<file path="config.mk">
export PLATFORM = sky130hd
export DESIGN_NAME = div_color_sampler
export DESIGN_NICKNAME = d
export VERILOG_FILES = /design/src/rtl/div_color_sampler_pkg.sv /design/src/rtl/div_color_sampler_div.sv /design/src/rtl/div_color_sampler.sv
export SDC_FILE = /design/constraint.sdc
export NUM_CORES = 1
export LEC_CHECK = 0
export BUFFER_PORTS_ARGS = -buffer_cell sky130_fd_sc_hd__clkbuf_2
export CAP_MARGIN = 20
export CELL_PAD_IN_SITES_DETAIL_PLACEMENT = 0
export CELL_PAD_IN_SITES_GLOBAL_PLACEMENT = 1
export CORE_MARGIN = 1.5
export CORE_UTILIZATION = 48
export CTS_CLUSTER_DIAMETER = 120
export DETAILED_ROUTE_END_ITERATION = 10
export PLACE_DENSITY_LB_ADDON = 0.1
export RECOVER_POWER = 25
export SETUP_SLACK_MARGIN = 0.1
export SYNTH_ARGS = -nofsm -noshare
export SYNTH_HDL_FRONTEND = slang
export SYNTH_HIERARCHICAL = 1
export SYNTH_SLANG_ARGS = --single-unit
</file>
<file path="constraint.sdc">
create_clock -name sys_clk -period 6.3 [get_ports sys_clk]
set_input_delay 0.945 -clock sys_clk [delete_from_list [all_inputs] [get_ports sys_clk]]
set_output_delay 0.945 -clock sys_clk [all_outputs]
set_load 0.01 [all_outputs]
</file>
<file path="src/rtl/div_color_sampler_pkg.sv">
// Shared widths and FSM encoding for the reference-colour sampler.
package div_color_sampler_pkg;

    localparam int unsigned COLOR_WIDTH = 6;
    localparam int unsigned COORD_W     = 12;

    typedef enum logic [2:0] {
        IDLE,
        ARM,
        ACC,
        DIV,
        UPD,
        ERR
    } state_e;

endpackage

</file>
<file path="src/rtl/div_color_sampler_div.sv">
// Restoring unsigned divider producing one quotient bit per cycle, MSB first.
// Assumes dividend < divisor << Q_W so that Q_W quotient bits are enough.
module div_color_sampler_div
    import div_color_sampler_pkg::*;
#(
    parameter int unsigned DVD_W = 32,
    parameter int unsigned DVS_W = 28,
    parameter int unsigned Q_W   = 7
) (
    input  logic             sys_clk,
    input  logic             sys_rst_n,
    input  logic             i_start,
    input  logic [DVD_W-1:0] i_dividend,
    input  logic [DVS_W-1:0] i_divisor,
    output logic [Q_W-1:0]   o_quotient,
    output logic             o_done
);

    localparam int unsigned IW    = DVS_W + Q_W;
    localparam int unsigned CNT_W = $clog2(Q_W + 1);

    logic [IW-1:0]    r_rem;
    logic [IW-1:0]    r_dsh;
    logic [CNT_W-1:0] r_cnt;
    logic [Q_W-1:0]   r_q;
    logic             r_done;

    logic [IW-1:0]    w_rem_in;
    logic [IW-1:0]    w_dsh_in;
    logic [IW-1:0]    w_rem_nxt;
    logic             w_bit;

    // The start cycle already resolves the top quotient bit.
    always_comb begin
        w_rem_in  = i_start ? IW'(i_dividend) : r_rem;
        w_dsh_in  = i_start ? (IW'(i_divisor) << (Q_W - 1)) : r_dsh;
        w_bit     = (w_rem_in >= w_dsh_in);
        w_rem_nxt = w_bit ? (w_rem_in - w_dsh_in) : w_rem_in;
    end

    always_ff @(posedge sys_clk) begin
        if (!sys_rst_n) begin
            r_rem  <= '0;
            r_dsh  <= '0;
            r_cnt  <= '0;
            r_q    <= '0;
            r_done <= 1'b0;
        end else begin
            r_done <= 1'b0;
            if (i_start) begin
                r_rem <= w_rem_nxt;
                r_dsh <= w_dsh_in >> 1;
                r_q   <= Q_W'(w_bit);
                r_cnt <= CNT_W'(Q_W - 1);
            end else if (r_cnt != '0) begin
                r_rem  <= w_rem_nxt;
                r_dsh  <= r_dsh >> 1;
                r_q    <= {r_q[Q_W-2:0], w_bit};
                r_cnt  <= r_cnt - 1'b1;
                r_done <= (r_cnt == CNT_W'(1));
            end
        end
    end

    assign o_quotient = r_q;
    assign o_done     = r_done;

endmodule

</file>
<file path="src/rtl/div_color_sampler.sv">
// Captures a window's average chromaticity over one frame and publishes it as
// the reference R0/G0/B0 for the colour-division stage.
module div_color_sampler
    import div_color_sampler_pkg::*;
#(
    parameter int unsigned     C_W    = COLOR_WIDTH,
    parameter int unsigned     IMG_W  = 640,
    parameter int unsigned     ACC_W  = 20,
    parameter logic [C_W-1:0]  DEF_R0 = C_W'(21),
    parameter logic [C_W-1:0]  DEF_G0 = C_W'(21),
    parameter logic [C_W-1:0]  DEF_B0 = C_W'(21)
) (
    input  logic               sys_clk,
    input  logic               sys_rst_n,
    input  logic               i_valid,
    input  logic               i_sof,
    input  logic [C_W-1:0]     i_R,
    input  logic [C_W-1:0]     i_G,
    input  logic [C_W-1:0]     i_B,
    input  logic [COORD_W-1:0] i_x0,
    input  logic [COORD_W-1:0] i_y0,
    input  logic [COORD_W-1:0] i_x1,
    input  logic [COORD_W-1:0] i_y1,
    input  logic               i_trigger,
    output logic [C_W-1:0]     o_R0,
    output logic [C_W-1:0]     o_G0,
    output logic [C_W-1:0]     o_B0,
    output logic               o_busy,
    output logic               o_done,
    output logic               o_err
);

    localparam int unsigned SUM_W = C_W + ACC_W;
    localparam int unsigned TOT_W = SUM_W + 2;
    localparam int unsigned DVD_W = SUM_W + C_W;
    localparam int unsigned Q_W   = C_W + 1;
    localparam logic [ACC_W-1:0] CNT_MAX = {ACC_W{1'b1}};

    state_e r_state, w_state_nxt;

    logic [COORD_W-1:0] r_x, r_y, w_x, w_y;
    logic [COORD_W-1:0] r_x0, r_y0, r_x1, r_y1;
    logic [SUM_W-1:0]   r_sum_r, r_sum_g, r_sum_b;
    logic [ACC_W-1:0]   r_cnt;
    logic [C_W-1:0]     r_stg_r, r_stg_g;
    logic [C_W-1:0]     r_R0, r_G0, r_B0;
    logic               r_busy, r_done, r_err, r_kick;
    logic [1:0]         r_ch;

    logic               w_in_win, w_acc_en;
    logic [TOT_W-1:0]   w_total;
    logic [1:0]         w_sel;
    logic [SUM_W-1:0]   w_sum_sel;
    logic [DVD_W-1:0]   w_dividend;
    logic [Q_W-1:0]     w_quot;
    logic [C_W-1:0]     w_q_sat;
    logic               w_div_start, w_div_done;

    // Position of the current pixel; r_x/r_y hold the position of the next one.
    always_comb begin
        w_x      = i_sof ? '0 : r_x;
        w_y      = i_sof ? '0 : r_y;
        w_in_win = (w_x >= r_x0) && (w_x <= r_x1) && (w_y >= r_y0) && (w_y <= r_y1);
        w_total  = TOT_W'(r_sum_r) + TOT_W'(r_sum_g) + TOT_W'(r_sum_b);
    end

    // Channel fed to the divider: R on the kick, then the channel after the one finishing.
    always_comb begin
        w_sel       = r_kick ? 2'd0 : (r_ch + 2'd1);
        w_div_start = r_kick || (w_div_done && (r_state == DIV) && (r_ch != 2'd2));
        case (w_sel)
            2'd0:    w_sum_sel = r_sum_r;
            2'd1:    w_sum_sel = r_sum_g;
            default: w_sum_sel = r_sum_b;
        endcase
        w_dividend = {w_sum_sel, {C_W{1'b0}}};
        w_q_sat    = w_quot[C_W] ? {C_W{1'b1}} : w_quot[C_W-1:0];
    end

    always_ff @(posedge sys_clk) begin
        if (!sys_rst_n) r_state <= IDLE;
        else            r_state <= w_state_nxt;
    end

    always_comb begin
        w_state_nxt = r_state;
        w_acc_en    = 1'b0;
        case (r_state)
            IDLE: if (i_trigger) w_state_nxt = ARM;
            ARM: begin
                if (i_valid && i_sof) begin
                    w_state_nxt = ACC;
                    w_acc_en    = w_in_win;
                end
            end
            ACC: begin
                if (i_valid) begin
                    if (i_sof)
                        w_state_nxt = ((r_cnt == '0) || (w_total == '0)) ? ERR : DIV;
                    else
                        w_acc_en = w_in_win && (r_cnt != CNT_MAX);
                end
            end
            DIV:     if (w_div_done && (r_ch == 2'd2)) w_state_nxt = UPD;
            UPD:     w_state_nxt = IDLE;
            ERR:     w_state_nxt = IDLE;
            default: w_state_nxt = IDLE;
        endcase
    end

    always_ff @(posedge sys_clk) begin
        if (!sys_rst_n) begin
            r_x     <= '0;
            r_y     <= '0;
            r_x0    <= '0;
            r_y0    <= '0;
            r_x1    <= '0;
            r_y1    <= '0;
            r_sum_r <= '0;
            r_sum_g <= '0;
            r_sum_b <= '0;
            r_cnt   <= '0;
            r_stg_r <= '0;
            r_stg_g <= '0;
            r_ch    <= '0;
            r_kick  <= 1'b0;
            r_busy  <= 1'b0;
            r_done  <= 1'b0;
            r_err   <= 1'b0;
            r_R0    <= DEF_R0;
            r_G0    <= DEF_G0;
            r_B0    <= DEF_B0;
        end else begin
            if (i_valid) begin
                if (w_x == COORD_W'(IMG_W - 1)) begin
                    r_x <= '0;
                    r_y <= w_y + 1'b1;
                end else begin
                    r_x <= w_x + 1'b1;
                    r_y <= w_y;
                end
            end

            if ((r_state == IDLE) && i_trigger) begin
                r_x0    <= i_x0;
                r_y0    <= i_y0;
                r_x1    <= i_x1;
                r_y1    <= i_y1;
                r_sum_r <= '0;
                r_sum_g <= '0;
                r_sum_b <= '0;
                r_cnt   <= '0;
            end else if (w_acc_en) begin
                r_sum_r <= r_sum_r + SUM_W'(i_R);
                r_sum_g <= r_sum_g + SUM_W'(i_G);
                r_sum_b <= r_sum_b + SUM_W'(i_B);
                r_cnt   <= r_cnt + 1'b1;
            end

            r_kick <= (r_state == ACC) && (w_state_nxt == DIV);
            if ((r_state == ACC) && (w_state_nxt == DIV)) begin
                r_ch <= '0;
            end else if (w_div_done && (r_state == DIV)) begin
                if (r_ch == 2'd0) r_stg_r <= w_q_sat;
                if (r_ch == 2'd1) r_stg_g <= w_q_sat;
                r_ch <= r_ch + 2'd1;
            end

            // Blue lands straight from the divider so all three change on one edge.
            if (w_state_nxt == UPD) begin
                r_R0 <= r_stg_r;
                r_G0 <= r_stg_g;
                r_B0 <= w_q_sat;
            end

            r_busy <= (w_state_nxt == ARM) || (w_state_nxt == ACC) || (w_state_nxt == DIV);
            r_done <= (w_state_nxt == UPD);
            r_err  <= (w_state_nxt == ERR);
        end
    end

    div_color_sampler_div #(
        .DVD_W (DVD_W),
        .DVS_W (TOT_W),
        .Q_W   (Q_W)
    ) u_div (
        .sys_clk    (sys_clk),
        .sys_rst_n  (sys_rst_n),
        .i_start    (w_div_start),
        .i_dividend (w_dividend),
        .i_divisor  (w_total),
        .o_quotient (w_quot),
        .o_done     (w_div_done)
    );

    assign o_R0   = r_R0;
    assign o_G0   = r_G0;
    assign o_B0   = r_B0;
    assign o_busy = r_busy;
    assign o_done = r_done;
    assign o_err  = r_err;

endmodule

</file>
==> impl_metrics.csv <==
group,metric,value,unit
timing,finalSetupViolations,0,
floorplanning,die_y,207,um
worst_hold_path,worstHoldEndpoint,"u_div/r_rem[1]",
timing,worst_slack,0.663,ns
setup_path,worstPathRequired,6.75,ns
run_status,violations,"max-capacitance violations, max-slew violations",
clocking,cts_tree,"done",
layout,area_growth,9.32,%
timing,fin_crit,5.64,ns
grt,grtUsageTotal,25.5,%
clocking,clockBufferDepth,3,
setup_path,rrSetupSlack,0.66,ns
detailed_routing,vias,17724,
synthesis,ys_ff_latch,288,
setup_path,worstSetupPathType,"reg -> reg",
layout,fin_area,21700,um^2
timing,setup_tns,0,ns
setup_path,r2r-start,"r_sum_g[1]",
run_status,status,"finished, violations left",
clocking,clock_latency,0.56,ns
synthesis,synth.distinct_cells,85,
grt,grt_pass1_wl,87.7,mm
timing,fmaxAchievable,177,MHz
floorplanning,initial_core_util,48.7,%
clocking,clock_sinks,288,
clocking,clk_pin_slew_worst_paths,0.06,ns
setup_path,critical_path.startpoint,"r_sum_g[1]",
grt,grt_pass1_vias,16811,
floorplanning,rows,74,
clocking,numCtsBuffers,36,
synthesis,syn_area,19900,um^2
timing,final_hold_viol_count,0,
grt,overflow,0,
timing,maxSlewViolCount,50,
setup_path,arrival,6.09,ns
detailed_routing,vias_per_cell,5.80,
synthesis,async_reset_ff_share,0,%
worst_hold_path,hold_path_startpoint,"u_div/r_rem[1]",
synthesis,synth.avg_cell_area,8.00,um^2
flow_run,cap_violations,1,
clocking,holdBufCountCts,0,
setup_path,path_buf_inv,2,
placed_design,dp_slack,0.661,ns
clocking,cts_max_level,2,
detailed_routing,drt-total-wl,54.1,mm
layout,fillers,3976,
clocking,root_buffer,"clkbuf_16",
synthesis,syn_inst,2488,
clocking,post_cts_resized,0,
synthesis,synth-edff-count,0,
placed_design,placed_cell_area,20600,um^2
synthesis,synth_ff_type,"dfxtp_1",
floorplanning,die_w,207,um
floorplanning,coreArea,40800,um^2
layout,n_antenna_cell,0,
timing,fin_crit_sh,89.5,%
detailed_routing,first_pass_iters,5,
layout,nets,2737,
placed_design,portBuffers,91,
pwr,power_leakage,0.00906,uW
pwr,peakVddDrop,0.304,mV
pwr,p_per_area,334,nW/um^2
layout,drive_gt1_share,8.71,%
synthesis,yosysWarnings,6,
setup_path,critPathSlowestCell,"a211oi_1",
timing,rsz0062_at_grt,"false",
detailed_routing,drt_iter0_drc,1233,
pwr,p_total,7270,uW
floorplanning,dieArea,42700,um^2
grt,grt_max_degree,101,
setup_path,start_kind,"flop",
setup_path,cp-end-kind,"flop",
floorplanning,io-pin-count,92,
setup_path,cpPeakStageDelay,0.47,ns
grt,antenna_found_initial,0,
detailed_routing,ant_nets,0,
detailed_routing,drc,0,
setup_path,r2r_cells,21,
worst_hold_path,min_path_cells,2,
clocking,cts_setup_buffers,0,
timing,worst_pin_slew,2.15,ns
setup_path,path_cells,"fa_1 > ha_1 > inv_1 > fa_1 > and2b_1 > o31a_1 > buf_4 > o211ai_1 > nand2_1 > a211oi_1 > mux2i_1 > ha_1 > a21o_1 > a21o_1 > a21oi_1 > o21ai_1 > a211oi_1 > o22ai_1 > a2111oi_0 > nor3b_1 > o21a_1",
setup_path,critPathMaxFanout,9,
setup_path,reg2reg_to,"u_div/r_rem[34]",
timing,skew,0.0319,ns
placed_design,place.gp.congestion,0.882,
synthesis,yosysSeqAreaShare,29.0,%
worst_hold_path,hp-class,"reg -> reg",
placed_design,dpl.hpwl,39.8,mm
detailed_routing,wl_per_cell,17.7,um
timing,max_slew_margin,-43.3,%
setup_path,crit_family,"compound AO/OA/AOI/OAI gates",
## final cells by class
| class | count | area (um^2) | share of cell area (%) |
|---|---|---|---|
| clock buffer | 52 | 1030 | 4.75 |
| clock inverter | 9 | 85.1 | 0.391 |
| inverter | 103 | 387 | 1.78 |
| multi-input combinational | 1953 | 13100 | 60.4 |
| sequential | 288 | 5770 | 26.5 |
| tap | 532 | 666 | 3.06 |
| timing repair buffer | 120 | 666 | 3.06 |
## tightest hold or removal path: stages, from the launching register on
cell     delay [ns]
dfxtp_1        0.31
nand3_1        0.06
o21ai_1        0.05
## power by group
group          total (uW)  switching (uW)  internal [uW]
logic                3200            1950           1260
registers            2080            88.4           1990
clock network        1990             808           1180
total                7270            2840           4430
## worst max-delay path by stage
stage          slack (ns)  cells past startpoint         endpoint
4_1_cts              0.69                     18   u_div/r_rem[0]
6_report             0.66                     21  u_div/r_rem[34]
3_3_place_gp         0.70                     21  u_div/r_rem[34]
5_1_grt              0.27                     19  u_div/r_rem[34]
3_5_place_dp         0.66                     18   u_div/r_rem[0]
2_1_floorplan        1.44                     22  u_div/r_rem[34]
## cells in the final DEF (no fill, tap or decap), types with 35 or more instances in the layout
cell type / count
a21boi_0: 60
a21o_1: 45
a21oi_1: 210
clkbuf_1: 35
clkbuf_16: 38
clkbuf_2: 68
dfxtp_1: 286
ha_1: 133
inv_1: 103
mux2i_1: 53
nand2_1: 329
nand3_1: 55
nand4_1: 44
nor2_1: 151
nor2b_1: 54
o211a_1: 47
o21ai_0: 129
xnor2_1: 62
xor2_1: 41
## cell families (layout without fill, tap and decap cells)
family,Yosys count,count (layout),synth area share (%)
and+or+nand+nor,915,915,23.0
AOI/OAI and AO/OA,679,679,22.3
DFF,288,288,29.0
buffers and inverters,252,284,5.19
adders and majority gates,164,164,11.5
xor gates and xnor gates,103,103,4.53
muxes,86,86,4.53
other,1,6,0.0189
## sequential cells by signal, summed over array words and instances, names as in the netlist, 6 cells and up
register	cells
r_y	12
r_y1	12
o_G0	6
r_x1	12
r_stg_r	6
r_x	12
u_div/r_dsh	33
r_sum_r	26
r_y0	12
r_stg_g	6
r_cnt	20
u_div/r_rem	35
r_x0	12
r_sum_g	26
u_div/o_quotient	7
o_R0	6
o_B0	6
r_sum_b	26
## Yosys cell counts, types with 7 or more instances
library cell	number	area, um^2
nand3_1	55	275
a21oi_1	211	1060
o31ai_1	8	60.1
and2_1	32	200
and3_1	31	194
fa_1	31	621
nor3b_1	33	248
nor4_1	32	200
ha_1	133	1660
nor3_1	32	160
nor2b_1	54	338
mux2i_1	53	531
o21ai_1	9	45.0
nor2_1	151	567
dfxtp_1	288	5770
xor2_1	41	359
or2_2	11	68.8
a21boi_0	60	450
o211a_1	47	470
nand4_1	44	275
or3_1	33	206
inv_1	103	387
o21ai_0	129	646
and4_1	7	61.3
a21o_1	46	345
or4_1	11	82.6
mux2_2	32	360
a22oi_1	33	248
o211ai_1	20	150
o21bai_1	8	60.1
a211oi_1	17	128
xnor2_1	62	543
o21a_1	22	165
clkbuf_1	117	439
nor4b_1	11	96.3
a31oi_1	9	56.3
nand2_1	330	1240
buf_2	13	65.1
nand2b_1	30	188
## layer usage
layer	wire length [um]	global-route usage (%)
met2	26000	44.3
met3	1970	3.33
met5	0	0
met1	24700	32.7
met4	1420	7.79
## stage by stage
step	hold slack [ns]	util (%)	std cells
6_report	0.460	53.3	3057
5_1_grt	0.485	53.3	3057
4_1_cts	0.460	53.3	3055
3_5_place_dp	0.452	50.6	2994
3_3_place_gp	0.446	50.6	2994
2_1_floorplan	0.425	-	2493
Note: power is estimated with default switching activity, not from simulation.
